===== config.mk =====
export PLATFORM = sky130hd
export DESIGN_NAME = expmul_pipe
export DESIGN_NICKNAME = d
export VERILOG_FILES = /design/src/rtl/expmul_pipe_pkg.sv /design/src/rtl/expmul_pipe_log2exp_shift.sv /design/src/rtl/expmul_pipe.sv
export SDC_FILE = /design/constraint.sdc
export NUM_CORES = 1
export LEC_CHECK = 0
export BUFFER_PORTS_ARGS = -buffer_cell sky130_fd_sc_hd__buf_2
export CAP_MARGIN = 20
export CORE_MARGIN = 8
export CORE_UTILIZATION = 40
export CTS_CLUSTER_DIAMETER = 80
export DETAILED_ROUTE_END_ITERATION = 8
export PLACE_DENSITY = 0.67
export SYNTH_ARGS = -nofsm -noshare
export SYNTH_HDL_FRONTEND = slang
export SYNTH_SLANG_ARGS = --single-unit

===== constraint.sdc =====
create_clock -name clk -period 8.53 [get_ports clk]
set_input_delay 0 -clock clk [delete_from_list [all_inputs] [get_ports clk]]
set_output_delay 0 -clock clk [all_outputs]
set_load 0.02 [all_outputs]

===== src/rtl/expmul_pipe_pkg.sv =====
// Shared attention-datapath types and constants.
// Includes the shift type and the fixed-point log2(e) constants used by the exp-multiply path.
package expmul_pipe_pkg;

  localparam int DATA_W_DEF  = 8;
  localparam int VEC_LEN_DEF = 16;
  localparam int SHIFT_W_DEF = 5;

  // log2(e) ~= 23/16, i.e. 1 + 1/2 - 1/16
  localparam int LOG2E_NUM  = 23;
  localparam int LOG2E_FRAC = 4;

  typedef logic signed [DATA_W_DEF-1:0]          INT_T;
  typedef logic [VEC_LEN_DEF*DATA_W_DEF-1:0]     STAR_VECTOR_T;
  typedef logic [SHIFT_W_DEF-1:0]                EXP_SHIFT_T;

endpackage


===== src/rtl/expmul_pipe_log2exp_shift.sv =====
// Maps a max-relative exponent d = a - b onto the right-shift amount that approximates exp(d).
// The block is purely combinational and handles the clamp, the rounding and the saturation.
module log2exp_shift
  import expmul_pipe_pkg::*;
#(
  parameter int DATA_W  = 8,
  parameter int SHIFT_W = 5
) (
  input  logic signed [DATA_W:0]  i_d,
  output logic [SHIFT_W-1:0]      o_s
);

  localparam int T_W = DATA_W + 8;
  localparam logic signed [T_W-1:0] NUM  = T_W'(LOG2E_NUM);
  localparam logic signed [T_W-1:0] HALF = T_W'(1 << (LOG2E_FRAC - 1));
  localparam logic signed [T_W-1:0] SAT  = T_W'((1 << SHIFT_W) - 1);

  logic signed [DATA_W:0] w_dc;
  logic signed [T_W-1:0]  w_dx;
  logic signed [T_W-1:0]  w_t;
  logic signed [T_W-1:0]  w_q;
  logic signed [T_W-1:0]  w_s;

  // clamp positive d, scale by log2(e), round to nearest with ties toward +inf, saturate
  always_comb begin
    w_dc = '0;
    if (i_d > 0) begin
      w_dc = '0;
    end else begin
      w_dc = i_d;
    end
    w_dx = {{(T_W-DATA_W-1){w_dc[DATA_W]}}, w_dc};
    w_t  = w_dx * NUM;
    w_q  = (w_t + HALF) >>> LOG2E_FRAC;
    w_s  = -w_q;
    if (w_s > SAT) begin
      o_s = '1;
    end else begin
      o_s = w_s[SHIFT_W-1:0];
    end
  end

endmodule


===== src/rtl/expmul_pipe.sv =====
// Three-stage valid/ready pipeline that computes v_out[i] = exp(a - b) * v_in[i] with shift-only scaling.
// Each stage collapses bubbles independently, so up to three transactions are held while downstream stalls.
module expmul_pipe
  import expmul_pipe_pkg::*;
#(
  parameter int VEC_LEN = 16,
  parameter int DATA_W  = 8,
  parameter int TAG_W   = 4,
  parameter int SHIFT_W = 5
) (
  input  logic                       clk,
  input  logic                       rst,
  input  logic                       vld_in,
  output logic                       rdy_out,
  input  logic [DATA_W-1:0]          a_in,
  input  logic [DATA_W-1:0]          b_in,
  input  logic [VEC_LEN*DATA_W-1:0]  v_in,
  input  logic [TAG_W-1:0]           tag_in,
  output logic                       vld_out,
  input  logic                       rdy_in,
  output logic [VEC_LEN*DATA_W-1:0]  v_out,
  output logic [TAG_W-1:0]           tag_out,
  output logic                       uflow_out
);

  logic                       r_s1_vld;
  logic [DATA_W-1:0]          r_s1_a;
  logic [DATA_W-1:0]          r_s1_b;
  logic [VEC_LEN*DATA_W-1:0]  r_s1_v;
  logic [TAG_W-1:0]           r_s1_tag;

  logic                       r_s2_vld;
  logic [SHIFT_W-1:0]         r_s2_s;
  logic [VEC_LEN*DATA_W-1:0]  r_s2_v;
  logic [TAG_W-1:0]           r_s2_tag;

  logic                       r_s3_vld;
  logic [VEC_LEN*DATA_W-1:0]  r_s3_v;
  logic [TAG_W-1:0]           r_s3_tag;
  logic                       r_s3_uflow;

  logic                       w_adv1;
  logic                       w_adv2;
  logic                       w_adv3;
  logic signed [DATA_W:0]     w_d;
  logic [SHIFT_W-1:0]         w_s;
  logic                       w_uflow;
  logic [VEC_LEN*DATA_W-1:0]  w_scaled;

  // a stage moves when it is empty or the stage after it moves; nothing depends on vld_in
  always_comb begin
    w_adv3 = !r_s3_vld || rdy_in;
    w_adv2 = !r_s2_vld || w_adv3;
    w_adv1 = !r_s1_vld || w_adv2;
  end

  assign rdy_out   = w_adv1;
  assign vld_out   = r_s3_vld;
  assign v_out     = r_s3_v;
  assign tag_out   = r_s3_tag;
  assign uflow_out = r_s3_uflow;

  // one extra bit so the full a - b range is representable
  assign w_d = {r_s1_a[DATA_W-1], r_s1_a} - {r_s1_b[DATA_W-1], r_s1_b};

  log2exp_shift #(
    .DATA_W  (DATA_W),
    .SHIFT_W (SHIFT_W)
  ) u_log2exp_shift (
    .i_d (w_d),
    .o_s (w_s)
  );

  // per-lane arithmetic shift; shifts of DATA_W or more flush every lane to zero
  always_comb begin
    w_uflow  = (r_s2_s >= SHIFT_W'(DATA_W));
    w_scaled = '0;
    for (int i = 0; i < VEC_LEN; i++) begin
      if (w_uflow) begin
        w_scaled[i*DATA_W +: DATA_W] = '0;
      end else begin
        w_scaled[i*DATA_W +: DATA_W] = $signed(r_s2_v[i*DATA_W +: DATA_W]) >>> r_s2_s;
      end
    end
  end

  // stage registers; data only loads with a valid beat, valids follow the advance chain
  always_ff @(posedge clk) begin
    if (rst) begin
      r_s1_vld   <= 1'b0;
      r_s1_a     <= '0;
      r_s1_b     <= '0;
      r_s1_v     <= '0;
      r_s1_tag   <= '0;
      r_s2_vld   <= 1'b0;
      r_s2_s     <= '0;
      r_s2_v     <= '0;
      r_s2_tag   <= '0;
      r_s3_vld   <= 1'b0;
      r_s3_v     <= '0;
      r_s3_tag   <= '0;
      r_s3_uflow <= 1'b0;
    end else begin
      if (w_adv1) begin
        r_s1_vld <= vld_in;
        if (vld_in) begin
          r_s1_a   <= a_in;
          r_s1_b   <= b_in;
          r_s1_v   <= v_in;
          r_s1_tag <= tag_in;
        end
      end
      if (w_adv2) begin
        r_s2_vld <= r_s1_vld;
        if (r_s1_vld) begin
          r_s2_s   <= w_s;
          r_s2_v   <= r_s1_v;
          r_s2_tag <= r_s1_tag;
        end
      end
      if (w_adv3) begin
        r_s3_vld <= r_s2_vld;
        if (r_s2_vld) begin
          r_s3_v     <= w_scaled;
          r_s3_tag   <= r_s2_tag;
          r_s3_uflow <= w_uflow;
        end
      end
    end
  end

endmodule

; ---- After elaboration in Yosys (flattened, before gate mapping)
; Cells that the tools add are included.
[classes]
n_addsub = 3
n_mul = 1
order_cmp = 3
shifts = 16
muxes = 18
n_reduce_logical = 9
[ops]
columns = operator, n
row1 = two-way mux 8 bit, 16
row2 = >>> shifter 8 x 5 -> 8 bit, 16
row3 = "adder 15 x 5 -> 16 bit, second input constant", 1
row4 = "> comparator 16 x 6 -> 1 bit, second input constant", 1
row5 = negation 12 -> 16 bit, 1
row6 = "multiplier 9 x 6 -> 15 bit, second input constant", 1
row7 = "> comparator 9 x 1 -> 1 bit, second input constant", 1
row8 = two-way mux 9 bit, 1
row9 = subtractor 8 x 8 -> 9 bit, 1
row10 = AND reduction 2 bit, 3
row11 = "greater-or-equal comparator 5 x 4 -> 1 bit, second input constant", 1
row12 = two-way mux 5 bit, 1
row13 = logical NOT 1 bit, 3
row14 = logical OR 1 bit, 3
[totals]
register_bits = 421

; ---- Depth between registers and ports, before layout
; Gate-level depths: netlist of run 1.
[logic_depth]
word_depth = 8
depth_mapped = 28
depth_no_buf = 28

; ---- Modules after synthesis
; Synthesis of run 1 repeated with hierarchy kept, for this count alone.
[unflattened]
cells_unflattened = 2413
hier_area_um2 = 19673.9
[by_module_without_submodules]
columns = module, n_inst, cells_per_inst, area_each_um2, seq_area_each_um2
row1 = expmul_pipe, 1, 2253, 18298.8, 8428.1
row2 = log2exp_shift, 1, 160, 1375.1, 0.0

; ---- Worst setup path before layout of run 1
; OpenSTA, ideal clock, no wires.
[synth_timing]
path_type = register to register
startpoint = reg r_s1_a[0]
endpoint = reg r_s2_s[0]
setup_time_ns = 0.088
t_arrival_ns = 6.239
t_required_ns = 8.442
slack_ns = 2.203
path_stages_with_launch = 26
path_buffers = 0
synth_period_minus_slack_ns = 6.327
path_cell_list = dfxtp_1 inv_1 ha_1 inv_1 fa_1 a21oi_1 o211ai_1 a21oi_1 xnor2_1 o41ai_1 nand2b_1 fa_1 inv_1 ha_1 fa_1 ha_1 ha_1 inv_1 fa_1 xor2_1 nand3_1 or4_4 a2111oi_4 o22ai_1 a22o_4 a311oi_2
[synth_between]
elab_chain_cells = 8
[synth_lines]
columns = element, line
row1 = start: declaration, expmul_pipe.sv:27  ; logic [DATA_W-1:0] r_s1_a;
row2 = start signal: assignment, expmul_pipe.sv:107  ; r_s1_a <= a_in;
row3 = subtractor 8 x 8 -> 9 bit (*), expmul_pipe.sv:64  ; assign w_d = {r_s1_a[DATA_W-1], r_s1_a} - {r_s1_b[DATA_W-1], r_s1_b};
row4 = > comparator 9 x 1 -> 1 bit, expmul_pipe_log2exp_shift.sv:27  ; if (i_d > 0) begin
row5 = two-way mux 9 bit (*), expmul_pipe_log2exp_shift.sv:27
row6 = multiplier 9 x 6 -> 15 bit (*), expmul_pipe_log2exp_shift.sv:33  ; w_t = w_dx * NUM;
row7 = adder 15 x 5 -> 16 bit (*), expmul_pipe_log2exp_shift.sv:34  ; w_q = (w_t + HALF) >>> LOG2E_FRAC;
row8 = negation 12 -> 16 bit (*), expmul_pipe_log2exp_shift.sv:35  ; w_s = -w_q;
row9 = > comparator 16 x 6 -> 1 bit, expmul_pipe_log2exp_shift.sv:36  ; if (w_s > SAT) begin
row10 = two-way mux 5 bit (*), expmul_pipe_log2exp_shift.sv:36
row11 = end signal: assignment, expmul_pipe.sv:116  ; r_s2_s <= w_s;
row12 = end: declaration, expmul_pipe.sv:33  ; logic [SHIFT_W-1:0] r_s2_s;
; Every way passes the cells marked *; elsewhere a longest branch is shown, timed or not.
; A chain may end at the register's enable or synchronous reset.

; ---- Final worst setup path of run 1
[layout_timing]
startpoint = reg r_s1_b[0]
endpoint = reg r_s2_s[1]
[layout_between]
elab_chain_cells = 8
[layout_lines]
columns = element, line
row1 = start: declaration, expmul_pipe.sv:28  ; logic [DATA_W-1:0] r_s1_b;
row2 = start signal: assignment, expmul_pipe.sv:108  ; r_s1_b <= b_in;
row3 = subtractor 8 x 8 -> 9 bit (*), expmul_pipe.sv:64
row4 = > comparator 9 x 1 -> 1 bit, expmul_pipe_log2exp_shift.sv:27
row5 = two-way mux 9 bit (*), expmul_pipe_log2exp_shift.sv:27
row6 = multiplier 9 x 6 -> 15 bit (*), expmul_pipe_log2exp_shift.sv:33
row7 = adder 15 x 5 -> 16 bit (*), expmul_pipe_log2exp_shift.sv:34
row8 = negation 12 -> 16 bit (*), expmul_pipe_log2exp_shift.sv:35
row9 = > comparator 16 x 6 -> 1 bit, expmul_pipe_log2exp_shift.sv:36
row10 = two-way mux 5 bit (*), expmul_pipe_log2exp_shift.sv:36
; Marks and branches as above.

==> results.md, run 1 <==
* Status: complete, no violations
* Max FO, Critical Path at 5
* FP Rows at 81
* Register clock-pin slew on the reported worst setup and hold paths at 0.06 ns
* CTS buffer count at 47
* DP Area at 21,400 um2
* Synth area leader: dfxtp_1
* Post-synth EDFFs at 0
* Adder-cell area share of the yosys netlist at 0.0398
* Synthesis-stage register bit count at 421
* Share of layout cells above drive strength 1 at 0.145
* Endpoints failing setup at 0
* Die area at 57,000 um2
* Post-route cell area at 25,200 um2
* Post-synth top area share at 0.425
* Peak supply drop at 0.165 mV
* Synthesized area at 19,800 um2
* Fin crit period at 6.96 ns
* Routability Congestion at 0.878
* DP HPWL at 42.6 mm
* Initial antenna violation count at 4
* Starting Density at 0.405
* Least-Margin Pin Slew at 1.10 ns
* Final Hold Viols at 0
* Max Slew Vio Count at 0
* Hold crit path type: in -> reg
* R2R cell count at 24
* Maxcap violations at 0
* Cell leakage power at 0.0100 uW
* Final wirelength at 63.7 mm
* Synth area leaders: dfxtp_1, nand2_1, a21oi_1, a211oi_1, clkbuf_1
* TritonRoute pass-1 iters at 5
* Largest family of logic cells by synthesized area: simple AND/OR/NAND/NOR gates
* Count leader, synth: nand2_1
* DR WL/cell at 17.2 um
* Mux contribution to synthesized area at 0.0187
* Die height at 239 um
* Post-layout power at 5880 uW
* Main synth FF type: dfxtp_1
* Die X at 239 um
* Area delta synth->final at 26.8%
* Period utilisation layout at 0.816
* YS warnings at 0
* Input/output buffers at 286
* Upper clock frequency limit at 144 MHz
* Tot GR Track Use at 0.214
* Critical Path End: r_s2_s[1]
* Nets at 3,199
* Post-cts gate resize count at 0
* Vias in the first global route at 17,900
* Post-route DRC at 0
* FF-to-FF End: r_s2_s[1]
* Count of different cell masters after synthesis at 46
* FF-to-FF setup slack at 1.57 ns
* Largest net degree at the start of global routing at 231
* Total I/O pin count at 287
* Rel. slew slack at 0.267
* H-tree Lvls at 2
* First-pass GRT wire length at 100 mm
* WS Path Type: reg -> reg
* Sequential element share of the synthesized area at 0.425
* Simple-gate share of the synthesized area at 0.230
* Setup crit end kind: flop
* Clock Skews at 0.0140 ns
* Compound-Gate Fraction of Synth Area at 0.228
* CTS tree: done
* Avg Cell Area, Syn at 7.46 um2
* Post-synthesis xor/xnor area fraction at 0.00707
* Hold path startpoint: v_in[74]
* Unrepaired setup endpoints after global routing: false
* Power density over the cells at 234 nW/um2
* Clock Tree Buf Depth at 3
* Worst R2R Start: r_s1_b[0]
* Clk sinks at 421
* Critical path launch point: r_s1_b[0]
* Setup TNS Final at 0 ns
* Post-synth top cells: nand2_1, dfxtp_1, a21oi_1
* Antenna Nets Post-Route at 0
* Core area at 49,000 um2
* Drt first-iter violations at 1,827
* Mapped Cells at 2,657
* Kind of start point of the critical path: flop
* Worst-Skew Late Latency at 0.59 ns
* WHS at 0.203 ns
* Ys async rst share at 0
* Root Driver: clkbuf_16
* DR vias at 19,200
* Grt ovf at 0
* Worst Path Arrival at 7.44 ns
* Worst path required time at 9.01 ns
* Syn_nets at 2,863
* Routed vias/inst at 5.19
==> through the flow <==
step           utilization  std cells  setup WS (ns)
3_3_place_gp         0.438       3392           1.64
3_5_place_dp         0.438       3392           1.54
5_1_grt              0.514       3697           1.19
2_1_floorplan            -       2657           2.20
6_report             0.514       3699           1.57
4_1_cts              0.514       3693           1.53
==> critical path: stages (launching register included) <==
cell and delay (ns):
dfxtp_1 0.37, ha_1 0.16, inv_1 0.05, fa_1 0.40, a21oi_1 0.21, o211ai_1 0.13
a21oi_1 0.22, xnor2_1 0.18, o41ai_1 0.64, nand2b_1 0.21, fa_1 0.56, inv_1 0.04
ha_1 0.31, fa_1 0.45, ha_1 0.30, ha_1 0.16, inv_1 0.06, fa_1 0.45
xor2_1 0.23, nand3_1 0.17, or4_4 0.56, a2111oi_4 0.31, o22ai_1 0.14, a22o_4 0.30
a311oi_2 0.24
==> power by group <==
part	leakage (uW)	switching (uW)	total, uW	internal, uW
Combinational	0.00585	1040	1700	650
Clock	0.000765	837	2000	1170
Sequential	0.00343	128	2180	2050
==> flip-flops by register name (all words and copies together), names as in the netlist <==
signal,flops
r_s1_v,128
r_s2_v,128
tag_out,4
r_s2_vld,1
r_s1_vld,1
v_out,128
r_s1_a,8
r_s2_tag,4
r_s2_s,5
vld_out,1
r_s1_b,8
uflow_out,1
r_s1_tag,4
==> timing repair <==
item | in CTS | in global routing
setup buffers | 0 | 0
endpoints found under the hold margin | 207 | 0
hold buffers | 216 | 0
==> worst min-delay path by stage <==
stage	slack [ns]	to	cells past startpoint
6_report	0.20	r_s1_v[74]	4
5_1_grt	0.20	r_s1_v[86]	4
4_1_cts	0.17	r_s1_v[74]	4
3_5_place_dp	0.25	r_s1_v[15]	3
3_3_place_gp	0.24	r_s1_v[73]	3
2_1_floorplan	0.14	r_s1_a[0]	2
==> per-layer routing <==
metal / part of all wire / vias up / GRT usage
met3: 0.070 / 108 / 0.0393
met1: 0.52 / 8776 / 0.341
li1: - / 9669 / -
met4: 0.026 / 0 / 0.0620
met2: 0.38 / 652 / 0.281
met5: 0 / - / 0
==> placed cells by master (no fill, tap or decap), types with 3 or more instances in the layout <==
cell type and n:
a211oi_1 128, a21o_1 4, a21oi_1 392, a22oi_1 48
a31oi_1 3, and2_1 4, buf_2 285, buf_4 17
clkbuf_1 5, clkbuf_16 48, clkbuf_8 12, clkinv_2 13
clkinvlp_4 3, dfxtp_1 417, dfxtp_4 4, diode_2 6
dlygate4sd3_1 216, fa_1 15, ha_1 39, inv_1 35
mux2_2 33, nand2_1 706, nand2b_1 3, nand3_1 25
nand4_1 3, nor2_1 166, nor2b_1 116, nor3_1 55
o21a_1 16, o21ai_0 131, o21bai_1 16, o22ai_1 3
o31ai_1 16, or2_2 3, xnor2_1 11, xor2_1 5
==> cell type report <==
class / count / area (um2)
fill: 4754 / 23800
multi-input combinational: 1968 / 10400
sequential: 421 / 8440
timing repair buffer: 520 / 3750
clock buffer: 65 / 1390
tap: 664 / 831
clock inverter: 20 / 151
inverter: 35 / 131
antenna: 6 / 15.0
==> logic make-up after synthesis <==
kind of cell / count (synthesis)
AO/OA/AOI/OAI: 771
flip-flops: 421
multiplexers: 33
XOR/XNOR: 16
adder cells (fa/ha/maj): 54
buffers and inverters: 268
AND/OR/NAND/NOR: 1094
No activity file was read; power rests on OpenSTA's default activity.
==> inputs of run 2 (changes only) <==
clock period = 6.9 ns   (was 8.53 ns; I/O delays follow)
==> results.md, run 2 (synthesized netlist as in run 1, its figures left out) <==
* Status: complete, no violations
* Die X at 239 um
* Root Driver: clkbuf_16
* Routability Congestion at 0.898
* Kind of start point of the critical path: flop
* Setup TNS Final at 0 ns
* Worst-Skew Late Latency at 0.59 ns
* Worst path required time at 7.38 ns
* Routed vias/inst at 5.17
* Drt first-iter violations at 1,889
* Total I/O pin count at 287
* DP Area at 21,500 um2
* Peak supply drop at 0.183 mV
* DR WL/cell at 17.3 um
* Post-route cell area at 25,100 um2
* Nets at 3,184
* Grt ovf at 0
* CTS buffer count at 47
* Largest stage delay, worst path at 0.54 ns
* Final Hold Viols at 0
* Starting Density at 0.405
* Clock Tree Buf Depth at 3
* TritonRoute pass-1 iters at 7
* Final wirelength at 63.7 mm
* WHS at 0.195 ns
* Power density over the cells at 292 nW/um2
* DR vias at 19,100
* Antenna Nets Post-Route at 0
* Most frequent cells in the layout: nand2_1, dfxtp_1, a21oi_1
* CTS tree: done
* WS Path Type: reg -> reg
* Cell leakage power at 0.0100 uW
* Core area at 49,000 um2
* Max FO, Critical Path at 5
* GR Util met3 at 0.0379
* Die area at 57,000 um2
* H-tree Lvls at 2
* Busiest grt layer: met1
* Setup crit end kind: flop
* Input/output buffers at 286
* Post-layout power at 7320 uW
* FP Rows at 81
* Largest net degree at the start of global routing at 224
* Period utilisation layout at 0.936
* Area delta synth->final at 26.3%
* Initial antenna violation count at 3
* Met1 usage at 0.343
* Filler instances at 4,755
* Upper clock frequency limit at 155 MHz
* Maxcap violations at 0
* Endpoints failing setup at 0
* Rel. slew slack at 0.267
* CP delay by family, top: adder cells
* Slowest CP cell: fa_1
* Met2 usage at 0.278
* Least-Margin Pin Slew at 1.10 ns
* Fin crit period at 6.46 ns
* Die height at 239 um
* Worst Path Arrival at 6.94 ns
* DP HPWL at 42.9 mm
* Post-route DRC at 0
* Share of layout cells above drive strength 1 at 0.147
* Max Slew Vio Count at 0
* Vias in the first global route at 17,600
* Commonest non-fill, non-tap cell in the layout: nand2_1
* Clk sinks at 421
* Tot GR Track Use at 0.213
* Register clock-pin slew on the reported worst setup and hold paths at 0.06 ns
* First-pass GRT wire length at 99.9 mm
* Clock Skews at 0.0269 ns
* Hold crit path type: in -> reg
* Buffer and inverter count on the worst path at 5
## run 2: changes by cell type in the layout (fill, tap and decap cells not counted), sizes merged
cell,previous run,this run
dlygate4sd3,216,196
clkbuf,65,74
clkinvlp,3,4
clkinv,14,6
diode,6,7
buf,304,309
## run 2: area by class of cell
cell class                      count  area [um2]  area share
Tap cell                          664         831      0.0332
Inverter                           35         131     0.00524
Timing Repair Buffer              505        3600       0.144
Clock inverter                     13         123     0.00489
Clock buffer                       74        1420      0.0567
Multi-Input combinational cell   1968       10500       0.419
Sequential cell                   421        8440       0.337
Antenna cell                        7        17.5    0.000699
## run 2: power breakdown
part	total, uW	internal [uW]	switching, uW	leakage (uW)
clock	2490	1460	1030	0.000746
combinational	2130	830	1300	0.00583
sequential	2700	2540	158	0.00343
## run 2: final timing paths
path | start | to | slack [ns] | depth (start not counted)
hold / removal | v_in[74] | r_s1_v[74] | 0.19 | 4
setup reg to reg | r_s1_a[0] | r_s2_s[2] | 0.44 | 27
setup / recovery | r_s1_a[0] | r_s2_s[2] | 0.44 | 27
hold reg to reg | r_s1_v[59] | r_s2_v[59] | 0.43 | 2
## run 2: through the flow
stage | instances | setup slack (ns) | utilization
after CTS | 3679 | 0.0780 | 0.510
after global routing | 3684 | -0.000519 | 0.512
final | 3687 | 0.439 | 0.512
after detailed placement | 3396 | 0.0875 | 0.439
after global placement | 3396 | 0.164 | 0.439
after floorplan | 2657 | 0.573 | -
## run 2: metal layers
metal  vias to the layer above  wire length, um  part of all wire
li1                       9644                -                 -
met1                      8710            33500              0.53
met2                       624            24400              0.38
met3                        99             4400             0.069
met4                         0             1440             0.023
met5                         -                0                 0
## run 2: what timing repair did
action	4_1_cts	5_1_grt
gates resized for setup	0	8
endpoints found under the setup margin	0	5
buffers inserted	0	1
hold endpoints to repair	236	0
hold buffers	196	0
## run 2: worst register-to-register path, stage by stage, from the launching register on
cell       delay [ns]
dfxtp_1          0.31
inv_1            0.08
ha_1             0.15
inv_1            0.05
fa_1             0.41
a21oi_2          0.18
o211ai_1         0.13
a21oi_2          0.20
xnor2_2          0.13
o41ai_2          0.35
buf_4            0.18
nand2b_1         0.11
fa_1             0.54
inv_1            0.04
ha_1             0.30
fa_1             0.44
ha_1             0.30
ha_1             0.17
inv_1            0.07
fa_2             0.42
nor2b_2          0.15
o22ai_1          0.10
xnor2_1          0.18
or4_4            0.46
a2111oi_4        0.25
o211ai_1         0.15
a22o_4           0.28
a221oi_2         0.25
==> inputs of run 3 (changes only) <==
PLACE_DENSITY = 0.71   (was 0.67)
==> results.md, run 3 (synthesized netlist as in run 1, its figures left out) <==
* DP HPWL at 43.4 mm
* Die height at 239 um
* Internal at 4930 uW
* Commonest non-fill, non-tap cell in the layout: nand2_1
* Post-route DRC at 0
* Final Hold Viols at 0
* Unrepaired setup endpoints after global routing: false
* Grt ovf at 0
* Net switching power at 2510 uW
* DR vias at 19,500
* DR WL/cell at 17.5 um
* Drt first-iter violations at 1,832
* Die X at 239 um
* Register clock-pin slew on the reported worst setup and hold paths at 0.06 ns
* Area delta synth->final at 29.4%
* Kind of start point of the critical path: flop
* Power density over the cells at 290 nW/um2
* Final wirelength at 65.3 mm
* Busiest grt layer: met1
* Input/output buffers at 286
* Sw frac at 0.337
* Clock Skews at 0.0228 ns
* Max FO, Critical Path at 5
* Vias in the first global route at 18,100
* Upper clock frequency limit at 153 MHz
* Period utilisation layout at 0.947
* Nets at 3,235
* Total I/O pin count at 287
* Most frequent cells in the layout: nand2_1, dfxtp_1, a21oi_1
* WS Path Type: reg -> reg
* GR Util met3 at 0.0369
* Root Driver: clkbuf_16
* Maxcap violations at 0
* Largest net degree at the start of global routing at 189
* Critical path launch point: r_s1_a[0]
* Antenna Nets Post-Route at 0
* Met2 usage at 0.286
* Rel. slew slack at 0.290
* Fin crit period at 6.53 ns
* Peak supply drop at 0.164 mV
* Starting Density at 0.405
* CTS tree: done
* Final Non-Filler Cells at 3,729
* Routability Congestion at 0.869
* Setup TNS Final at 0 ns
* Slowest CP cell: or4_4
* Clock Tree Buf Depth at 3
* Status: complete, no violations
* Share of layout cells above drive strength 1 at 0.145
* Endpoints failing setup at 0
* Tot GR Track Use at 0.219
* Largest stage delay, worst path at 0.58 ns
* Worst Path Arrival at 7.01 ns
* Die area at 57,000 um2
* Setup crit end kind: flop
* Max Slew Vio Count at 0
* FP Rows at 81
* Comb power frac at 0.293
* Worst R2R Start: r_s1_a[0]
* H-tree Lvls at 2
* Sequential power share at 0.360
* Least-Margin Pin Slew at 1.07 ns
* Clock power frac at 0.347
* Initial antenna violation count at 2
* Routed vias/inst at 5.22
* Worst path required time at 7.38 ns
* Hold crit path type: in -> reg
* Cell leakage power at 0.0103 uW
* Core area at 49,000 um2
* Hold path startpoint: v_in[75]
* Placed insts at 3,393
* Worst-Skew Late Latency at 0.60 ns
* First-pass GRT wire length at 102 mm
* Clk sinks at 421
* TritonRoute pass-1 iters at 5
* CTS buffer count at 45
* Most frequent CP cell: ha_1
* Met1 usage at 0.351
-- run 3: cell count changes in the layout (fill, tap and decap cells not counted), moves of 3 or more --
cell / change
bufinv_16: +5
clkbuf_16: -4
diode_2: -3
clkbuf_1: -10
dlygate4sd3_1: +53
-- run 3: worst paths after layout --
kind                                    to  slack, ns  depth (start not counted)
worst min register to register   v_out[77]       0.45                          2
worst max-delay path             r_s2_s[2]       0.37                         26
worst max register to register   r_s2_s[2]       0.37                         26
worst min-delay path            r_s1_v[75]       0.19                          4
-- run 3: area by class of cell --
class	instances	area, um2
diodes	4	10.0
clock buffers	60	1280
clock inverters	19	312
fillers	4601	23300
inverters	35	131
multi-input cells	1968	10500
flip-flops and latches	421	8440
well taps	664	831
repair buffers	558	4160
-- run 3: metrics by stage --
stage / hold slack, ns / total power, uW / worst slack [ns] / instance area, um2 / utilization
5_1_grt: 0.193 / 7850 / 0.0244 / 25600 / 0.524
2_1_floorplan: 0.136 / 4180 / 0.573 / 19800 / -
3_5_place_dp: 0.247 / 4710 / 0.0133 / 21500 / 0.439
6_report: 0.187 / 7440 / 0.367 / 25700 / 0.524
3_3_place_gp: 0.240 / 4690 / 0.202 / 21500 / 0.439
4_1_cts: 0.154 / 7420 / 0.108 / 25600 / 0.522
-- run 3: critical path, delay by kind of cell, from the launching register on --
family / cells / cell delay [ns]
fa+ha+maj: 9 / 3.07
simple gates: 6 / 1.16
xor+xnor: 1 / 0.10
flops: 1 / 0.31
buf+inv: 4 / 0.25
compound gates: 6 / 1.55
-- run 3: timing repair --
item,in CTS,in global routing
resized for setup,1,6
setup endpoints to repair,3,5
endpoints found under the hold margin,192,0
pin swaps,0,3
hold buffers,249,0
setup buffers,0,3
-- run 3: power groups by stage --
stage	clock [uW]	sequential, uW	combinational (uW)
2_1_floorplan	0	2670	1510
3_3_place_gp	0	2720	1970
3_5_place_dp	0	2730	1980
4_1_cts	2630	2680	2110
5_1_grt	2720	2700	2430
6_report	2580	2680	2180
-- run 3: layer usage --
layer | vias up | routed length (um) | share of wire
li1 | 9727 | - | -
met1 | 8954 | 33700 | 0.52
met2 | 674 | 25100 | 0.38
met3 | 97 | 4870 | 0.075
met4 | 0 | 1650 | 0.025
met5 | - | 0 | 0
